===== config.mk =====
export PLATFORM = sky130hd
export DESIGN_NAME = camera_capture
export DESIGN_NICKNAME = d
export VERILOG_FILES = /design/src/rtl/camera_pkg.sv /design/src/rtl/sync2.sv /design/src/rtl/camera_capture.sv
export SDC_FILE = /design/constraint.sdc
export NUM_CORES = 1
export LEC_CHECK = 0
export CAP_MARGIN = 30
export CORE_MARGIN = 10
export CORE_UTILIZATION = 60
export CTS_CLUSTER_DIAMETER = 200
export DETAILED_ROUTE_END_ITERATION = 7
export DONT_BUFFER_PORTS = 1
export GPL_ROUTABILITY_DRIVEN = 0
export PLACE_DENSITY = 0.76
export SLEW_MARGIN = 0
export SYNTH_ARGS = -nofsm -noshare
export SYNTH_HDL_FRONTEND = slang
export SYNTH_SLANG_ARGS = --single-unit

===== constraint.sdc =====
create_clock -name clk -period 3.6 [get_ports clk]
set_input_delay 0.18 -clock clk [delete_from_list [all_inputs] [get_ports clk]]
set_output_delay 0.18 -clock clk [all_outputs]
set_load 0.01 [all_outputs]

===== src/rtl/camera_pkg.sv =====
// Shared types and constants for the camera capture path.
// CAPTURE_DOWNSAMPLE_EN (see camera_capture) selects 2x2 decimation.
package camera_pkg;

  typedef enum logic [1:0] {
    WAIT_VS_HI,
    WAIT_VS_LO,
    BYTE_HI,
    BYTE_LO
  } cap_state_t;

  localparam int DEF_H_PIXELS = 320;
  localparam int DEF_V_LINES  = 240;

  localparam int R_W    = 4;
  localparam int G_W    = 4;
  localparam int B_W    = 4;
  localparam int PIX_W  = R_W + G_W + B_W;
  localparam int ADDR_W = 17;
  localparam int CNT_W  = 12;

  // b1 = R5G3, b2 = G3B5; keep the top bits of each channel
  function automatic logic [PIX_W-1:0] rgb565_to_444(
    input logic [7:0] b1,
    input logic [7:0] b2
  );
    return {b1[7:4], b1[2:0], b2[7], b2[4:1]};
  endfunction

endpackage


===== src/rtl/sync2.sv =====
// Two-flop synchronizer for a group of asynchronous inputs.
// Reset clears both stages.
module sync2 #(
  parameter int W = 1
) (
  input  logic         clk,
  input  logic         rst_n,
  input  logic [W-1:0] d,
  output logic [W-1:0] q
);

  logic [W-1:0] s1;

  always_ff @(posedge clk or negedge rst_n) begin
    if (!rst_n) begin
      s1 <= '0;
      q  <= '0;
    end else begin
      s1 <= d;
      q  <= s1;
    end
  end

endmodule


===== src/rtl/camera_capture.sv =====
// Camera byte-stream capture into an RGB444 frame buffer.
// Define CAPTURE_DOWNSAMPLE_EN to store only even columns and lines.
module camera_capture
  import camera_pkg::*;
#(
  parameter int H_PIXELS = DEF_H_PIXELS,
  parameter int V_LINES  = DEF_V_LINES
) (
  input  logic              clk,
  input  logic              rst_n,
  input  logic              cam_pclk,
  input  logic              cam_href,
  input  logic              cam_vsync,
  input  logic [7:0]        cam_data,
  output logic              pix_we,
  output logic [ADDR_W-1:0] pix_addr,
  output logic [PIX_W-1:0]  pix_data,
  output logic              frame_done,
  output logic              overrun
);

`ifdef CAPTURE_DOWNSAMPLE_EN
  localparam logic DS_EN = 1'b1;
`else
  localparam logic DS_EN = 1'b0;
`endif

  localparam int H_EFF = DS_EN ? H_PIXELS / 2 : H_PIXELS;
  localparam int V_EFF = DS_EN ? V_LINES / 2 : V_LINES;

  localparam logic [CNT_W-1:0]  H_LIM  = CNT_W'(H_EFF);
  localparam logic [CNT_W-1:0]  V_LIM  = CNT_W'(V_EFF);
  localparam logic [ADDR_W-1:0] H_STEP = ADDR_W'(H_EFF);
  localparam logic [CNT_W-1:0]  CNT_MAX = '1;

  logic       pclk_s;
  logic       href_s;
  logic       vsync_s;
  logic [7:0] data_s;

  sync2 #(.W(1)) u_sync_pclk (
    .clk  (clk),
    .rst_n(rst_n),
    .d    (cam_pclk),
    .q    (pclk_s)
  );

  sync2 #(.W(1)) u_sync_href (
    .clk  (clk),
    .rst_n(rst_n),
    .d    (cam_href),
    .q    (href_s)
  );

  sync2 #(.W(1)) u_sync_vsync (
    .clk  (clk),
    .rst_n(rst_n),
    .d    (cam_vsync),
    .q    (vsync_s)
  );

  sync2 #(.W(8)) u_sync_data (
    .clk  (clk),
    .rst_n(rst_n),
    .d    (cam_data),
    .q    (data_s)
  );

  cap_state_t state;
  cap_state_t state_nxt;

  logic              pclk_d;
  logic              rise;
  logic              href_d;
  logic [7:0]        b1;
  logic [CNT_W-1:0]  col_cnt;
  logic [CNT_W-1:0]  line_cnt;
  logic [ADDR_W-1:0] line_base;
  logic              frame_wrote;

  logic store_hi;
  logic emit;
  logic fall;
  logic abort;
  logic start;

  assign rise = pclk_s & ~pclk_d;

  always_ff @(posedge clk or negedge rst_n) begin
    if (!rst_n) state <= WAIT_VS_HI;
    else        state <= state_nxt;
  end

  always_comb begin
    state_nxt = state;
    store_hi  = 1'b0;
    emit      = 1'b0;
    fall      = 1'b0;
    abort     = 1'b0;
    start     = 1'b0;
    if (rise) begin
      unique case (state)
        WAIT_VS_HI: begin
          if (vsync_s) state_nxt = WAIT_VS_LO;
        end
        WAIT_VS_LO: begin
          if (!vsync_s) begin
            state_nxt = BYTE_HI;
            start     = 1'b1;
          end
        end
        BYTE_HI: begin
          if (vsync_s) begin
            state_nxt = WAIT_VS_LO;
            abort     = 1'b1;
          end else if (href_s) begin
            state_nxt = BYTE_LO;
            store_hi  = 1'b1;
          end else begin
            fall = href_d;
          end
        end
        BYTE_LO: begin
          if (vsync_s) begin
            state_nxt = WAIT_VS_LO;
            abort     = 1'b1;
          end else if (href_s) begin
            state_nxt = BYTE_HI;
            emit      = 1'b1;
          end else begin
            // odd trailing byte is dropped; phase realigns
            state_nxt = BYTE_HI;
            fall      = href_d;
          end
        end
        default: state_nxt = WAIT_VS_HI;
      endcase
    end
  end

  logic [CNT_W-1:0] col_h;
  logic [CNT_W-1:0] line_h;
  logic             in_range;
  logic             keep;

  assign col_h    = col_cnt >> DS_EN;
  assign line_h   = line_cnt >> DS_EN;
  assign in_range = (col_h < H_LIM) && (line_h < V_LIM);
  assign keep     = !DS_EN || (!col_cnt[0] && !line_cnt[0]);

  always_ff @(posedge clk or negedge rst_n) begin
    if (!rst_n) begin
      pclk_d      <= 1'b0;
      href_d      <= 1'b0;
      b1          <= '0;
      col_cnt     <= '0;
      line_cnt    <= '0;
      line_base   <= '0;
      frame_wrote <= 1'b0;
      pix_we      <= 1'b0;
      pix_addr    <= '0;
      pix_data    <= '0;
      frame_done  <= 1'b0;
      overrun     <= 1'b0;
    end else begin
      pclk_d     <= pclk_s;
      pix_we     <= 1'b0;
      frame_done <= 1'b0;
      if (rise) href_d <= href_s;
      if (store_hi) b1 <= data_s;
      if (emit) begin
        if (!in_range) begin
          overrun <= 1'b1;
        end else if (keep) begin
          pix_we      <= 1'b1;
          pix_addr    <= line_base + {{(ADDR_W-CNT_W){1'b0}}, col_h};
          pix_data    <= rgb565_to_444(b1, data_s);
          frame_wrote <= 1'b1;
        end
        if (col_cnt != CNT_MAX) col_cnt <= col_cnt + 1'b1;
      end
      if (fall) begin
        col_cnt <= '0;
        if (col_cnt != '0) begin
          if (line_cnt != CNT_MAX) line_cnt <= line_cnt + 1'b1;
          // decimated rows advance the base only on odd->even
          if (!DS_EN || line_cnt[0]) line_base <= line_base + H_STEP;
        end
      end
      if (start || abort) begin
        col_cnt     <= '0;
        line_cnt    <= '0;
        line_base   <= '0;
        frame_wrote <= 1'b0;
      end
      if (abort) frame_done <= frame_wrote;
    end
  end

endmodule


==> out/metrics.cfg, run 1 <==
[worst_setup_path]
crit_fanout=9
r2r_cells=7
cpMaxStageDelayCell=dfrtp_1
crit_top_cell=nor2_1
r2r_start=col_cnt[7]$_DFFE_PN0P_
slowest_delay_ns=0.48
crit_path_end_kind=flip-flop
timing.reg2reg.setup_slack_ns=1.31
crit_path_cell_trace=ha_1, a211oi_1, nor2_1, o41ai_2, nor2_1, xnor2_1, a21oi_1
crit_family=compound AO/OA/AOI/OAI gates
start_kind=flip-flop
worst-path-buf-inv=0
cp.required_ns=3.83
worstReg2RegEnd=pix_addr[16]$_DFFE_PN0P_
worstPathArrival_ns=2.52
criticalPathCategory=reg -> reg

[hold_path]
hp-start=cam_data[3]
hold_class=in -> reg
whs_path_depth=1
worst_hold_path.endpoint=u_sync_data.s1[3]$_DFF_PN0_

[floorplanning]
dieArea_sq_um=11140
rows=31
die_w_microns=105.5
io_pins=45
core_area_sq_um=7176
initial_core_util_pct=61.17
fp.dieH_microns=105.5

[power_and_ir_drop]
power_w=0.002351
internal_power_w=0.001646
p_seq_share_pct=59.0
clkPwrFrac_pct=29.2
irDropWorstVdd_uv=302.3
switchingPower_w=0.0007048
pwr-share-comb_pct=11.8
p_leak_nw=2.195
power_density_nw_per_um2=489.6
p_sw_share_pct=29.98

[finish]
fin_nets=452
drive_gt1_share_pct=9.217
multiInputGateArea_sq_um=1744
seqCellArea_sq_um=2527
final_util_pct=66.92
layout.cells.non_filler=533
area_growth_pct=9.407
fillers=542
diodes=0

[grt]
grt_max_degree=102
grt_antenna_before_repair=0
grt_pass1_wl_microns=14280
busiest_layer=met2
grt_usage_pct=15.55
grt_util_met1_pct=19.37
grt_util_met2_pct=25.02
grt_pass1_vias=2965
grt_overflow=0
grt_use_met3_pct=4.446

[detailed_routing]
vias=2947
post_drt_wl_per_cell_microns=15.35
drt-initial-drc-count=184
drt_wl_total_microns=8184
dr.pass1.iters=5
final_antenna_net_count=0
drc_errors=0
vias_per_cell=5.529

[synth]
syn-cell-area_sq_um=4389
synth.area.top_cells=dfrtp_1 (58%), nand2_1 (6.5%), nor2_1 (3.5%)
synth_area_leader_cell=dfrtp_1
syn_inst=418
ys_async_sr_fraction_pct=100.0
ys_seq_area_share_pct=57.58
synth.distinct_cells=49
synthFlopType=dfrtp_1
yosysTopAreaCellShare_pct=57.58
ys_warn_count=0
syn-num-nets=441
synth_edf_count=0
synth-seq-cells=101
avgSynthCellArea_sq_um=10.50

[place]
dp_hpwl_microns=5551
place_inst=503
dp_slack_ns=0.9950
port_buffers=0

[cts]
ctsHoldBuffers=13
cts_buffers=9
cts_tree=yes
cts_resized=0
cts_buffer_depth=2
post_cts_buffers=0
worstSkewPairLatency_ns=0.37
cts.sinks=101
cts_root_buffer=clkbuf_8
cts_max_level=3
clk_pin_slew_ns=0.10

[timing]
grt_setup_unrepaired=false
fin_ws_ns=1.308
tns_ns=0
setup_viol=0
fin_crit_ns=2.292
worstMarginPinSlew_ns=0.5868
maxSlewViolCount=0
hold_violations=0
skew_ns=0.01283
timing.fmax_mhz=436.3
slew_headroom_pct=60.88
period_share_pct=63.67

[run]
maxCapViolations=0

[run_status]
status=finished, final reports clean

synthesized netlist by cell type, drive strengths merged (2+ instances only):
cell type / n
or4: 3
buf: 7
dfrtp: 101
nor2b: 3
inv: 9
clkbuf: 8
o31ai: 4
nand2b: 2
xor2: 10
mux2: 7
ha: 10
nand2: 77
xnor2: 16
or3: 7
mux2i: 2
nand3: 17
and2: 2
a31oi: 3
a21oi: 18
nor2: 41
nand4: 9
nor4: 5
o21ai: 25
and3: 4
and4: 4
nor3: 9
o41ai: 2
cell type report:
type,count,share of cell area [%]
clock buffer,9,2.579
clock inverter,7,1.381
inverter,9,0.7035
multi-input combinational,293,36.32
sequential,101,52.63
tap,99,2.579
timing repair buffer,15,3.804
worst max path at each step:
stage,slack (ns),to,start,cells after the start
after global placement,1.08,pix_addr[13]$_DFFE_PN0P_,state[1]$_DFFE_PN0P_,6
after detailed placement,0.99,pix_addr[16]$_DFFE_PN0P_,state[1]$_DFFE_PN0P_,6
after CTS,0.97,pix_addr[16]$_DFFE_PN0P_,state[1]$_DFFE_PN0P_,6
final,1.31,pix_addr[16]$_DFFE_PN0P_,col_cnt[7]$_DFFE_PN0P_,7
after global routing,1.13,pix_addr[16]$_DFFE_PN0P_,col_cnt[7]$_DFFE_PN0P_,7
after floorplan,1.67,pix_addr[16]$_DFFE_PN0P_,col_cnt[7]$_DFFE_PN0P_,7
worst register-to-register path, delay by kind of cell, from the launching register on:
| kind | cells | cell delay (ns) |
|---|---|---|
| AO/OA/AOI/OAI | 3 | 0.82 |
| flip-flops | 1 | 0.48 |
| adder cells (fa/ha/maj) | 1 | 0.38 |
| AND/OR/NAND/NOR | 2 | 0.28 |
| XOR/XNOR | 1 | 0.19 |
sequential cells by signal, summed over array words and instances (netlist names), 2 cells and up:
signal	cells
b1	7
col_cnt	12
line_base	11
line_cnt	12
pix_addr	17
pix_data	12
state	2
u_sync_data.q	8
u_sync_data.s1	8
power groups by stage:
stage	sequential (W)	combinational (W)	clock, W
6_report	0.00139	0.000278	0.000686
3_3_place_gp	0.00141	0.000232	0
5_1_grt	0.00141	0.000321	0.000752
4_1_cts	0.00139	0.000280	0.000708
2_1_floorplan	0.00138	0.000207	0
3_5_place_dp	0.00141	0.000244	0
metal layers:
metal	share of wire (%)	wire length (microns)
met1	44	3617
met2	49	4017
met3	5.2	422
met4	1.5	126
met5	0	0
metrics by stage:
step | hold slack (ns) | instance area [sq um]
2_1_floorplan | -0.1156 | 4389
5_1_grt | 0.3370 | 4802
6_report | 0.3543 | 4802
4_1_cts | 0.3373 | 4775
3_3_place_gp | -0.1121 | 4437
3_5_place_dp | -0.1121 | 4437
kinds of logic (layout without fill, tap and decap cells):
group,Yosys count,in the layout,share of synthesized area (%)
XOR/XNOR,26,26,5.188
flip-flops,101,101,57.58
buffers and inverters,24,40,2.680
AO/OA/AOI/OAI,59,59,7.983
AND/OR/NAND/NOR,189,189,21.47
adder cells (fa/ha/maj),10,10,2.851
multiplexers,9,9,2.252
layout by cell type, fill, tap and decap left out, drive strengths merged, types with 2 or more instances in the layout:
cell type    count
dfrtp          101
nand2           77
nor2            41
o21ai           25
a21oi           18
nand3           17
xnor2           16
inv             13
dlygate4sd3     12
xor2            10
ha              10
nor3             9
clkbuf           9
nand4            9
mux2             7
or3              7
nor4             5
and3             4
o31ai            4
and4             4
or4              3
a31oi            3
nor2b            3
buf              3
and2             2
nand2b           2
mux2i            2
o41ai            2
clkinv           2
Power figures use the tool's default switching activity.
==> run 2: changes to the inputs <==
--- a/config.mk
+++ b/config.mk
@@ -7,12 +7,12 @@
 export LEC_CHECK = 0
 export CAP_MARGIN = 30
 export CORE_MARGIN = 10
-export CORE_UTILIZATION = 60
+export CORE_UTILIZATION = 57
 export CTS_CLUSTER_DIAMETER = 200
 export DETAILED_ROUTE_END_ITERATION = 7
 export DONT_BUFFER_PORTS = 1
 export GPL_ROUTABILITY_DRIVEN = 0
-export PLACE_DENSITY = 0.76
+export PLACE_DENSITY = 0.75
 export SLEW_MARGIN = 0
 export SYNTH_ARGS = -nofsm -noshare
 export SYNTH_HDL_FRONTEND = slang
==> constraint.sdc (replaced) <==
create_clock -name clk -period 2 [get_ports clk]
set_input_delay 0.1 -clock clk [delete_from_list [all_inputs] [get_ports clk]]
set_output_delay 0.1 -clock clk [all_outputs]
set_load 0.01 [all_outputs]
==> out/metrics.cfg, run 2 (synthesized netlist as in run 1, its figures left out) <==
[worst_setup_path]
timing.reg2reg.setup_slack_ns=0.09  ; -1.22 ns
worstReg2RegEnd=line_cnt[9]$_DFFE_PN0P_
crit_fanout=11  ; +2
worstPathArrival_ns=2.22  ; -0.30 ns
start_kind=flip-flop
crit_path_end_kind=flip-flop
r2r_start=u_sync_vsync.q$_DFF_PN0_
criticalPathCategory=reg -> reg
r2r_cells=6  ; -1
cp.required_ns=2.31  ; -1.52 ns

[floorplanning]
rows=31  ; unchanged
core_area_sq_um=7370  ; +2.7%
initial_core_util_pct=59.56  ; -1.6 points
fp.dieH_microns=107.8  ; +2.1%
io_pins=45  ; unchanged
die_w_microns=107.8  ; +2.1%
dieArea_sq_um=11610  ; +4.3%

[detailed_routing]
drt-initial-drc-count=128  ; -30%
post_drt_wl_per_cell_microns=15.84  ; +3.2%
dr.pass1.iters=4  ; -1
vias_per_cell=5.571  ; +0.75%
drt_wl_total_microns=8746  ; +6.9%
vias=3075  ; +4.3%
drc_errors=0  ; unchanged
final_antenna_net_count=0  ; unchanged

[power_and_ir_drop]
clkPwrFrac_pct=30.3  ; +1.1 points
power_w=0.004389  ; +87%
switchingPower_w=0.001334  ; +89%
p_leak_nw=2.290  ; +4.4%
p_sw_share_pct=30.40  ; +0.42 points
internal_power_w=0.003055  ; +86%
p_seq_share_pct=56.9  ; -2.1 points
irDropWorstVdd_uv=565.6  ; +87%
power_density_nw_per_um2=877.9  ; +79%
pwr-share-comb_pct=12.8  ; +1.0 points

[cts]
cts_root_buffer=clkbuf_8
cts_buffer_depth=2  ; unchanged
cts.sinks=101  ; unchanged
cts_max_level=3  ; unchanged
cts_tree=yes
cts_buffers=9  ; unchanged
worstSkewPairLatency_ns=0.38  ; about the same
ctsHoldBuffers=11  ; -2
clk_pin_slew_ns=0.11  ; about the same

[finish]
largest_reg_flops=17  ; unchanged
multiInputGateArea_sq_um=1815  ; +4.1%
fillers=560  ; +3.3%
diodes=0  ; unchanged
fin_nets=471  ; +4.2%
final_common_cell=dfrtp_1
seqCellArea_sq_um=2534  ; +0.25%
drive_gt1_share_pct=16.78  ; +7.6 points
area_growth_pct=13.91
final_cell_mix=dfrtp_1 (96), nand2_1 (75), nor2_1 (40)
top_register=pix_addr

[timing]
fin_ws_ns=0.09058  ; -1.217 ns
hold_violations=101  ; +101
worstMarginPinSlew_ns=0.4543  ; -0.1325 ns
period_share_pct=95.47  ; +32 points
maxSlewViolCount=0  ; unchanged
fin_crit_ns=1.909  ; -0.3826 ns
slew_headroom_pct=69.39  ; +8.5 points
setup_viol=0  ; unchanged
skew_ns=0.009052  ; -0.003779 ns
fin_hold_ws_ns=-0.5943  ; -0.9486 ns
timing.fmax_mhz=523.7  ; +20%

[place]
dp_hpwl_microns=5911  ; +6.5%
dp_slack_ns=0.01466  ; -0.9803 ns
port_buffers=0  ; unchanged

[run_status]
status=finished, violations left
violations=hold timing

[grt]
grt_max_degree=102  ; unchanged
grt_pass1_vias=3080  ; +3.9%
grt_usage_pct=15.87  ; +0.32 points
grt_overflow=0  ; unchanged
grt_pass1_wl_microns=14810  ; +3.8%
grt_antenna_before_repair=0  ; unchanged

[hold_path]
hold_class=in -> async

[run]
maxCapViolations=0  ; unchanged

==> run 2: changes by cell type in the layout (fill, tap and decap cells not counted), sizes merged <==
cell,change
clkinvlp,-1
clkinv,+1
buf,+20
dlygate4sd3,-1
==> run 2: repair_timing <==
item,4_1_cts,5_1_grt
endpoints found under the setup margin,1,27
endpoints found under the hold margin,112,101
pin swaps,2,3
gates resized for setup,2,18
setup buffers,4,2
==> run 2: worst max-delay path, stage by stage, from the launching register on <==
cell and delay, ns:
dfrtp_2 0.47, and4bb_2 0.37, nand3_2 0.14, nand2_4 0.14
nand3_4 0.12, or4_1 0.42, a21oi_1 0.16
==> run 2: metrics by stage <==
| stage | instance area, sq um | cells | util [%] | setup TNS [ns] |
|---|---|---|---|---|
| after floorplan | 4389 | 418 | - | 0 |
| after global placement | 4557 | 519 | 61.83 | 0 |
| after detailed placement | 4557 | 519 | 61.83 | 0 |
| after CTS | 4921 | 550 | 66.77 | 0 |
| after global routing | 5000 | 552 | 67.84 | -0.01933 |
| final | 5000 | 552 | 67.84 | 0 |
==> run 2: metal layers <==
layer  share of wire, %  GRT usage (%)
met1                 42          19.10
met2                 51          26.54
met3                5.0          4.850
met4                1.3          5.057
met5                  0              0
==> run 2: cell type report <==
type                       instances  share of cell area, %
sequential                       101                  50.68
tap                               99                  2.477
inverter                           9                 0.6757
clock inverter                     7                  1.727
timing repair buffer              34                  5.656
multi-input combinational        293                  36.31
clock buffer                       9                  2.477
==> run 2: worst max path at each step <==
stage / from / to / slack [ns]
finish: u_sync_vsync.q$_DFF_PN0_ / line_cnt[9]$_DFFE_PN0P_ / 0.09
global route: col_cnt[6]$_DFFE_PN0P_ / pix_addr[15]$_DFFE_PN0P_ / -0.02
CTS: line_base[8]$_DFFE_PN0P_ / pix_addr[14]$_DFFE_PN0P_ / 0.01
detailed placement: col_cnt[7]$_DFFE_PN0P_ / pix_addr[14]$_DFFE_PN0P_ / 0.01
global placement: u_sync_vsync.q$_DFF_PN0_ / line_base[13]$_DFFE_PN0P_ / 0.07
floorplan: col_cnt[7]$_DFFE_PN0P_ / pix_addr[16]$_DFFE_PN0P_ / 0.07
==> run 2: power groups by stage <==
stage	registers (W)	clock network [W]	logic, W
after global routing	0.00253	0.00144	0.000645
after CTS	0.00250	0.00136	0.000511
final	0.00250	0.00133	0.000562
after detailed placement	0.00254	0	0.000475
after global placement	0.00253	0	0.000444
after floorplan	0.00248	0	0.000372
